### src/rtl/sea_pkg.sv
// Shared types and helpers for the SEA iterative cipher: S-box, FSM states,
// round-key derivation and whole-word rotations on a generously sized half-block.
package sea_pkg;

    localparam int MAXW = 256;

    typedef logic [MAXW-1:0]   hvec_t;
    typedef logic [2*MAXW-1:0] kvec_t;

    typedef enum logic [1:0] {
        IDLE = 2'd0,
        RUN  = 2'd1,
        DONE = 2'd2
    } state_t;

    localparam logic [2:0] SBOX [8] = '{3'd0, 3'd5, 3'd6, 3'd7, 3'd4, 3'd3, 3'd1, 3'd2};

    // Word k of an hw-bit half moves to word k+1 (mod NB): a left rotate by b bits.
    function automatic hvec_t rotw(input hvec_t y, input int hw, input int b);
        hvec_t r;
        r = '0;
        for (int n = 0; n < MAXW; n++)
            if (n < hw) r[(n + b) % hw] = y[n];
        return r;
    endfunction

    function automatic hvec_t rotw_inv(input hvec_t y, input int hw, input int b);
        hvec_t r;
        r = '0;
        for (int n = 0; n < MAXW; n++)
            if (n < hw) r[n] = y[(n + b) % hw];
        return r;
    endfunction

    // Even rounds use the low key half, odd rounds the high half; i lands in word 0.
    function automatic hvec_t rkey(input kvec_t key, input logic [7:0] i, input int hw, input int b);
        hvec_t mask;
        hvec_t k;
        mask = (hvec_t'(1) << hw) - hvec_t'(1);
        k = hvec_t'(i[0] ? (key >> hw) : key) & mask;
        k[7:0] = k[7:0] ^ (i & 8'((1 << b) - 1));
        return k;
    endfunction

endpackage

### src/rtl/sea_round.sv
// One combinational SEA Feistel round, encrypt or decrypt selected by dec.
// Pure logic: no latency, no flow control.
module sea_round
    import sea_pkg::*;
#(
    parameter int B  = 8,
    parameter int NB = 6
) (
    input  logic [NB*B-1:0] x_l,
    input  logic [NB*B-1:0] x_r,
    input  logic [NB*B-1:0] k,
    input  logic            dec,
    output logic [NB*B-1:0] y_l,
    output logic [NB*B-1:0] y_r
);
    localparam int HW = NB * B;

    function automatic logic [HW-1:0] f_fn(input logic [HW-1:0] x, input logic [HW-1:0] kk);
        logic [HW-1:0] a;
        logic [HW-1:0] s;
        logic [HW-1:0] f;
        logic [2:0]    v;
        logic [2:0]    sv;
        logic [B-1:0]  wd;
        for (int w = 0; w < NB; w++)
            a[w*B +: B] = x[w*B +: B] + kk[w*B +: B];
        // Bit n of each word triplet forms one 3-bit S-box input, lowest word as LSB.
        for (int j = 0; j < NB/3; j++) begin
            for (int n = 0; n < B; n++) begin
                v  = {a[(3*j+2)*B+n], a[(3*j+1)*B+n], a[3*j*B+n]};
                sv = SBOX[v];
                s[3*j*B+n]     = sv[0];
                s[(3*j+1)*B+n] = sv[1];
                s[(3*j+2)*B+n] = sv[2];
            end
        end
        for (int w = 0; w < NB; w++) begin
            wd = s[w*B +: B];
            f[w*B +: B] = {wd[B-2:0], wd[B-1]};
        end
        return f;
    endfunction

    logic [HW-1:0] fx;
    logic [HW-1:0] rot_in;
    logic [HW-1:0] rot_out;

    always_comb begin
        fx      = f_fn(dec ? x_l : x_r, k);
        rot_in  = dec ? (x_r ^ fx) : x_l;
        rot_out = dec ? HW'(rotw_inv(hvec_t'(rot_in), HW, B))
                      : HW'(rotw(hvec_t'(rot_in), HW, B));
        y_l     = dec ? rot_out : x_r;
        y_r     = dec ? x_l : (rot_out ^ fx);
    end

endmodule

### src/rtl/sea_iter_core.sv
// Iterative SEA core: NR rounds after accept (NR/2 with SEA_UNROLL2_EN), result held in DONE
// until out_ready; in_ready only in IDLE, so a block never overlaps the previous one.
module sea_iter_core
    import sea_pkg::*;
#(
    parameter int B  = 8,
    parameter int NB = 6,
    parameter int NR = 16
) (
    input  logic              clk,
    input  logic              rst,
    input  logic              in_valid,
    output logic              in_ready,
    input  logic              in_dec,
    input  logic [2*NB*B-1:0] in_key,
    input  logic [NB*B-1:0]   in_l,
    input  logic [NB*B-1:0]   in_r,
    output logic              out_valid,
    input  logic              out_ready,
    output logic [NB*B-1:0]   out_l,
    output logic [NB*B-1:0]   out_r,
    output logic              busy
);
    localparam int HW = NB * B;

`ifdef SEA_UNROLL2_EN
    localparam logic [7:0] STEP = 8'd2;
`else
    localparam logic [7:0] STEP = 8'd1;
`endif
    localparam logic [7:0] LAST_ENC = 8'(NR) - STEP;
    localparam logic [7:0] LAST_DEC = STEP - 8'd1;

    state_t          state;
    logic [HW-1:0]   l_q;
    logic [HW-1:0]   r_q;
    logic [2*HW-1:0] key_q;
    logic            dec_q;
    logic [7:0]      idx;

    logic [HW-1:0]   k0;
    logic [HW-1:0]   l0;
    logic [HW-1:0]   r0;
    logic [HW-1:0]   l_n;
    logic [HW-1:0]   r_n;
    logic            last;

    assign k0 = HW'(rkey(kvec_t'(key_q), idx, HW, B));

    sea_round #(.B(B), .NB(NB)) u_round0 (
        .x_l (l_q),
        .x_r (r_q),
        .k   (k0),
        .dec (dec_q),
        .y_l (l0),
        .y_r (r0)
    );

`ifdef SEA_UNROLL2_EN
    logic [7:0]    idx1;
    logic [HW-1:0] k1;

    // Second round uses the neighbouring index in the direction of travel.
    assign idx1 = dec_q ? (idx - 8'd1) : (idx + 8'd1);
    assign k1   = HW'(rkey(kvec_t'(key_q), idx1, HW, B));

    sea_round #(.B(B), .NB(NB)) u_round1 (
        .x_l (l0),
        .x_r (r0),
        .k   (k1),
        .dec (dec_q),
        .y_l (l_n),
        .y_r (r_n)
    );
`else
    assign l_n = l0;
    assign r_n = r0;
`endif

    assign last = dec_q ? (idx == LAST_DEC) : (idx == LAST_ENC);

    always_ff @(posedge clk) begin
        if (rst) begin
            state <= IDLE;
            l_q   <= '0;
            r_q   <= '0;
            key_q <= '0;
            dec_q <= 1'b0;
            idx   <= '0;
        end else begin
            case (state)
                IDLE: begin
                    if (in_valid) begin
                        l_q   <= in_l;
                        r_q   <= in_r;
                        key_q <= in_key;
                        dec_q <= in_dec;
                        idx   <= in_dec ? 8'(NR - 1) : 8'd0;
                        state <= RUN;
                    end
                end
                RUN: begin
                    l_q <= l_n;
                    r_q <= r_n;
                    idx <= dec_q ? (idx - STEP) : (idx + STEP);
                    if (last) state <= DONE;
                end
                DONE: begin
                    if (out_ready) state <= IDLE;
                end
                default: state <= IDLE;
            endcase
        end
    end

    assign in_ready  = (state == IDLE);
    assign out_valid = (state == DONE);
    assign busy      = (state == RUN);
    assign out_l     = l_q;
    assign out_r     = r_q;

endmodule
### config.mk
export PLATFORM = sky130hd
export DESIGN_NAME = sea_iter_core
export DESIGN_NICKNAME = d
export VERILOG_FILES = /design/src/rtl/sea_pkg.sv /design/src/rtl/sea_round.sv /design/src/rtl/sea_iter_core.sv
export SDC_FILE = /design/constraint.sdc
export NUM_CORES = 1
export LEC_CHECK = 0
export BUFFER_PORTS_ARGS = -buffer_cell sky130_fd_sc_hd__buf_4
export CAP_MARGIN = 20
export CORE_UTILIZATION = 51
export DETAILED_ROUTE_END_ITERATION = 6
export PLACE_DENSITY = 0.84
export SKIP_CTS_REPAIR_TIMING = 1
export SYNTH_ARGS = -nofsm -noshare
export SYNTH_HDL_FRONTEND = slang
export SYNTH_SLANG_ARGS = --single-unit
### constraint.sdc
create_clock -name clk -period 3.84 [get_ports clk]
set_clock_uncertainty 0.15 [all_clocks]
set_input_delay 0.192 -clock clk [delete_from_list [all_inputs] [get_ports clk]]
set_output_delay 0.192 -clock clk [all_outputs]
set_load 0.05 [all_outputs]
### Word-level counts from Yosys, hierarchy flattened

Memory sizes are Yosys's and may differ from the RTL's.
Cells that the tools add are included.

* order comparisons: 16
* add/sub/neg operators: 8
* equal/unequal tests: 6
* reductions and logical operators: 6
* bitwise logic cells: 19
* multiplexer cells: 51

Operators with widths (count)
* 2-to-1 mux 48 bit: 8
* one-hot mux 48 bit (2 select lines): 2
* 2-to-1 mux 3 bit: 32
* XOR 48 bit: 2
* greater-or-equal comparator 4 bit, second input constant: 16
* inverter 3 -> 4 bit: 16
* adder 8 bit: 6
* 2-to-1 mux 8 bit: 2
* one-hot mux 8 bit (2 select lines): 1
* adder 8 x 1 -> 8 bit, second input constant: 1
* == test 8 x 4 -> 1 bit, second input constant: 1
* logical NOT 8 bit: 1
* subtractor 8 x 1 -> 8 bit, second input constant: 1
* XOR 8 bit: 1
* 2-to-1 mux 2 bit: 3
* one-hot mux 2 bit (3 select lines): 1
* 2-to-1 mux 4 bit: 1
* inequality test 2 x 1 -> 1 bit, second input constant: 2
* AND reduction 2 bit: 2
* AND reduction 3 bit: 1
* == test 2 x 1 -> 1 bit, second input constant: 1
* == test 2 bit, second input constant: 1
* logical NOT 2 bit: 1
* inequality test 2 bit, second input constant: 1
* other kinds (2): 2

* word-level logic and storage cells: 128
* bits in read-only memories: 384
* memories: 16
* register bits: 203
* output and inout bits: 99
* input bits: 197

Memory list
* (name not given): words 8, bits a word 3, rd ports 1, clocked after Yosys merged registers in 0, wr ports 0, line sea_round.sv:31 `sv = SBOX[v];`
* (name not given): words 8, bits a word 3, rd ports 1, clocked after Yosys merged registers in 0, wr ports 0, line sea_round.sv:31
* (name not given): words 8, bits a word 3, rd ports 1, clocked after Yosys merged registers in 0, wr ports 0, line sea_round.sv:31
* (name not given): words 8, bits a word 3, rd ports 1, clocked after Yosys merged registers in 0, wr ports 0, line sea_round.sv:31
* (name not given): words 8, bits a word 3, rd ports 1, clocked after Yosys merged registers in 0, wr ports 0, line sea_round.sv:31
* (name not given): words 8, bits a word 3, rd ports 1, clocked after Yosys merged registers in 0, wr ports 0, line sea_round.sv:31
* 10 more memories

### Longest topological paths before layout

* depth after elaboration: 13
* mapped depth: 20
* gate-level depth less buffers: 17

### Modules after synthesis

Synthesis repeated with hierarchy kept, for this count alone.

* cells, all modules: 1848
* area total of the unflattened synthesis: 14143.6 um^2

By module, submodules not included
* sea_iter_core: cells each 1102, area an instance 9072.5 um^2, sequential area each 4063.9 um^2, times used 1
* sea_round: cells each 746, area an instance 5071.1 um^2, sequential area each 0.0 um^2, times used 1

### Least setup slack after synthesis

Ideal clock, no wire load.

* path type: register to register
* start: register dec_q
* end: register l_q[45], in the netlist out_l[45]
* arrival time: 3939 ps
* data required time: 3599 ps
* setup time: 91 ps
* stages on the path, launching flop included: 19
* period minus slack after synthesis: 4180 ps
* slack: -340 ps
* buffers on the path: 4
* cells stage by stage: dfxtp_1 > buf_6 > buf_2 > clkbuf_1 > buf_1 > mux2_2 > ha_1 > inv_1 > fa_1 > nor2b_1 > o21a_1 > o21ai_0 > and2_1 > inv_1 > ha_1 > mux2i_1 > xnor2_1 > a211oi_1 > a311oi_1

* longest elaborated chain between the ends: 11
* elaborated cells between the ends (all ways): 20
* classes of those cells: add/sub: 6; mux: 9; bitwise: 3; memory: 2

RTL lines
* start: declaration: line sea_iter_core.sv:38 `logic dec_q;`
* start signal: assignment: line sea_iter_core.sv:97 `dec_q <= in_dec;`
* 2-to-1 mux 48 bit: line sea_round.sv:49 `fx = f_fn(dec ? x_l : x_r, k);`
* adder 8 bit: line sea_round.sv:26 `a[w*B +: B] = x[w*B +: B] + kk[w*B +: B];`
* inverter 3 -> 4 bit (implied by the code): line sea_round.sv:31
* memory read (8 x 3 bit)
* 2-to-1 mux 3 bit (implied by the code) (2 in series): line sea_round.sv:31
* XOR 48 bit: line sea_round.sv:50 `rot_in = dec ? (x_r ^ fx) : x_l;`
* 2-to-1 mux 48 bit: line sea_round.sv:50
* 2-to-1 mux 48 bit: line sea_round.sv:51 `rot_out = dec ? HW'(rotw_inv(hvec_t'(rot_in), HW, B))`
* 2-to-1 mux 48 bit *: line sea_round.sv:53 `y_l = dec ? rot_out : x_r;`
* one-hot mux 48 bit (2 select lines) *: line sea_iter_core.sv:91 `case (state)`
* end signal: assignment: line sea_iter_core.sv:94 `l_q <= in_l;`
* end signal: assignment: line sea_iter_core.sv:103 `l_q <= l_n;`
* end: declaration: line sea_iter_core.sv:35 `logic [HW-1:0] l_q;`

Every way passes the cells marked *; elsewhere a longest branch is shown, timed or not. The select of a mux whose other input is x is not followed.
A chain may end at the register's enable or synchronous reset.

### Final worst setup path

* start: register dec_q
* end: register r_q[13], in the netlist out_r[13]

* longest elaborated chain between the ends: 12
* elaborated cells between the ends (all ways): 14
* classes of those cells: add/sub: 3; mux: 7; bitwise: 3; memory: 1

RTL lines
* 2-to-1 mux 48 bit: line sea_round.sv:49
* adder 8 bit: line sea_round.sv:26
* inverter 3 -> 4 bit (implied by the code): line sea_round.sv:31
* memory read (8 x 3 bit)
* 2-to-1 mux 3 bit (implied by the code) (2 in series): line sea_round.sv:31
* XOR 48 bit: line sea_round.sv:50
* 2-to-1 mux 48 bit: line sea_round.sv:50
* 2-to-1 mux 48 bit: line sea_round.sv:51
* XOR 48 bit: line sea_round.sv:54 `y_r = dec ? x_l : (rot_out ^ fx);`
* 2-to-1 mux 48 bit *: line sea_round.sv:54
* one-hot mux 48 bit (2 select lines) *: line sea_iter_core.sv:91
* end signal: assignment: line sea_iter_core.sv:95 `r_q <= in_r;`
* end signal: assignment: line sea_iter_core.sv:104 `r_q <= r_n;`
* end: declaration: line sea_iter_core.sv:36 `logic [HW-1:0] r_q;`

Marks and branches as above.

==> impl_metrics.env <==
export IMPL_status="finished, violations left"
export IMPL_failed_checks="design-rule violations, negative hold slack"
export IMPL_rows=59
export IMPL_dr_pass1_iters=7
export IMPL_syn_area_per_cell_um2=7.88
export IMPL_leakagePower_uw=0.00835
export IMPL_vias_per_cell=5.85
export IMPL_max_freq_ghz=0.263
export IMPL_drive_above_1_share_pct=20.9
export IMPL_worstHoldPathType="input port to flop"
export IMPL_wl_per_cell_um=20.3
export IMPL_ant_nets=0
export IMPL_worst_setup_path_end_kind="flop"
export IMPL_timing_rr_start="dec_q"
export IMPL_ir_drop_mv=0.328
export IMPL_synth_ff_type="dfxtp_1"
export IMPL_synth_edf_count=0
export IMPL_arrival_ns=4.09
export IMPL_grt_overflow=0
export IMPL_path_class="flop to flop"
export IMPL_worstHoldEndpoint="key_q[60]"
export IMPL_cap_violations=0
export IMPL_cts_clk_slew_worst_paths_ns=0.06
export IMPL_cp_max_fo=9
export IMPL_core_area_um2=26200
export IMPL_dp_hpwl_um=34800
export IMPL_r2r_end="out_r[13]"
export IMPL_syn_num_nets=2012
export IMPL_reg2reg_slack_ns=0.04
export IMPL_port_buffer_count=295
export IMPL_synth_top_family_by_area="compound AO/OA/AOI/OAI gates"
export IMPL_totalWireLength_um=51400
export IMPL_diodes=0
export IMPL_die_h_um=166
export IMPL_slew_viol_final=0
export IMPL_ys_seq_elements=203
export IMPL_htreeDepth=1
export IMPL_maxSlewHeadroom_pct=24.2
export IMPL_fill_cells=1933
export IMPL_synth_area_leader_cell="dfxtp_1"
export IMPL_grt_usage_pct=32.5
export IMPL_timing_final_crit_share_pct=98.9
export IMPL_synthAdderAreaFrac_pct=7.13
export IMPL_post_route_min_period_ns=3.80
export IMPL_hold_viol_final=4
export IMPL_drt_iter0_drc=1835
export IMPL_drc_errors=29
export IMPL_setup_viol=0
export IMPL_yosys_area_share_simple_pct=18.0
export IMPL_clk_latency_ns=0.54
export IMPL_synth_cells=1741
export IMPL_ys_async_sr_fraction_pct=0
export IMPL_start_util_pct=52.4
export IMPL_synth_compound_area_share_pct=21.0
export IMPL_layout_common_cells="nand2_1 (401), buf_4 (339), dfxtp_1 (201)"
export IMPL_num_io_pins=296
export IMPL_die_x_um=166
export IMPL_cts_tree="yes"
export IMPL_ys_warnings_count=0
export IMPL_syn_area_um2=13700
export IMPL_ff2ff_path_depth=11
export IMPL_hold_start="rst"
export IMPL_vias=14800
export IMPL_grt_pass1_wl_um=71100
export IMPL_cts_sinks=203
export IMPL_synth_xor_area_share_pct=9.98
export IMPL_area_delta_synth_final_pct=38.9
export IMPL_worstSetupStartpointType="flop"
export IMPL_final_core_util_pct=72.7
export IMPL_worstHoldPathCells=2
export IMPL_die_area_um2=27600
export IMPL_powerDensity_nw_per_um2=536
export IMPL_required_ns=4.13
export IMPL_cts_buffer_depth=3
export IMPL_hold_ws_ns=-0.0235
export IMPL_synthTopCellsByArea="dfxtp_1 (30%), nand2_1 (11%), a21oi_1 (6.2%)"
export IMPL_nNetsFinal=2456
export IMPL_grt_start_max_net_pins=146
export IMPL_layout_commonest_cell="nand2_1"
export IMPL_root_buffer="clkbuf_16"
export IMPL_ys_types=66
export IMPL_worst_pin_slew_ns=1.14
export IMPL_synth_area_mux_share_pct=8.90
export IMPL_place_congestion=0.931
export IMPL_grt_pass1_vias=12900
export IMPL_cts_buffers=23
export IMPL_antenna_found_initial=0
export IMPL_synth_seq_area_share_pct=29.6
export IMPL_yosys_area_top_type_share_pct=29.6
[critical path: stages (launching register included)]
cell	delay, ns
dfxtp_4	0.39
buf_12	0.16
o21ai_0	0.52
ha_1	0.39
nor2b_1	0.15
o21ai_0	0.31
a21oi_1	0.16
nor2_1	0.45
mux2i_1	0.46
xnor2_1	0.17
a21oi_1	0.09
a311oi_1	0.27
[report_power, final]
group          total (uW)  switching, uW  leakage (uW)  internal, uW
logic                5290           3050       0.00632          2240
registers            2760            377       0.00167          2380
clock network        2170            959      0.000357          1210
[kinds of logic after synthesis]
family / Yosys count
adder cells (fa/ha/maj): 74
XOR/XNOR: 131
flip-flops: 203
AND/OR/NAND/NOR: 589
AO/OA/AOI/OAI: 437
multiplexers: 116
buffers and inverters: 191
[synth_stat cells, types with 3 or more instances]
master and instances:
o21a_1 11, inv_1 73, a21o_1 25, a211oi_1 44
nand3_1 14, o211ai_1 4, buf_2 4, buf_1 21
a311oi_1 60, mux2i_1 71, xnor3_1 14, or2_2 4
nor2_1 71, and2_1 9, o21ai_0 46, o32ai_1 4
nor4_1 5, a221oi_1 11, nor2b_1 35, a31oi_1 15
nor3_1 14, xor2_1 33, or3_1 9, mux2_2 44
xnor2_1 82, a31o_2 5, nand2b_1 9, o31a_1 3
ha_1 67, a21oi_1 171, o22ai_1 9, fa_1 7
nand2_1 402, clkbuf_1 90, and3_1 8, o21ba_2 3
a211o_1 3, nand3b_1 3, dfxtp_1 203
[registers in the layout, indices dropped and copies added (netlist names)]
register / flops
dec_q: 1
idx: 8
key_q: 96
out_l: 48
out_r: 48
state: 2
[how the worst max path moves through the flow]
stage                 from   endpoint  slack [ns]  depth (start not counted)
floorplan           idx[0]  out_r[29]       0.002                         17
global placement     dec_q  out_r[29]        0.22                         16
detailed placement   dec_q  out_r[29]        0.08                         16
CTS                  dec_q  out_r[29]        0.07                         16
global route        idx[0]  out_r[44]       -0.03                         17
finish               dec_q  out_r[13]        0.04                         11
[through the flow]
step / cell area, um2 / setup TNS, ns / worst slack (ns) / total power [uW] / cells
4_1_cts: 17100 / 0 / 0.0686 / 9910 / 2343
2_1_floorplan: 13700 / 0 / 0.00179 / 6290 / 1741
3_5_place_dp: 16400 / 0 / 0.0849 / 7750 / 2303
5_1_grt: 19100 / -0.0261 / -0.0261 / 10700 / 2535
3_3_place_gp: 16400 / 0 / 0.225 / 7640 / 2303
6_report: 19100 / 0 / 0.0424 / 10200 / 2535
[layer usage]
metal  share of wire (%)  vias to the layer above  wire length [um]  track usage [%]
li1                    -                     6951                 -                -
met1                  41                     6883             21000             44.5
met2                  46                      839             23800             52.8
met3                 9.0                      150              4620             4.41
met4                 3.9                        0              2000             10.4
met5                   0                        -                 0                0
[cell type report]
type / instances / area (um2) / area share, %
repair buffers: 536 / 4590 / 24.1
well taps: 335 / 419 / 2.20
clock inverters: 8 / 61.3 / 0.322
flip-flops and latches: 203 / 4070 / 21.4
multi-input cells: 1347 / 8980 / 47.1
clock buffers: 32 / 661 / 3.47
inverters: 74 / 278 / 1.46
Power figures use the tool's default switching activity.
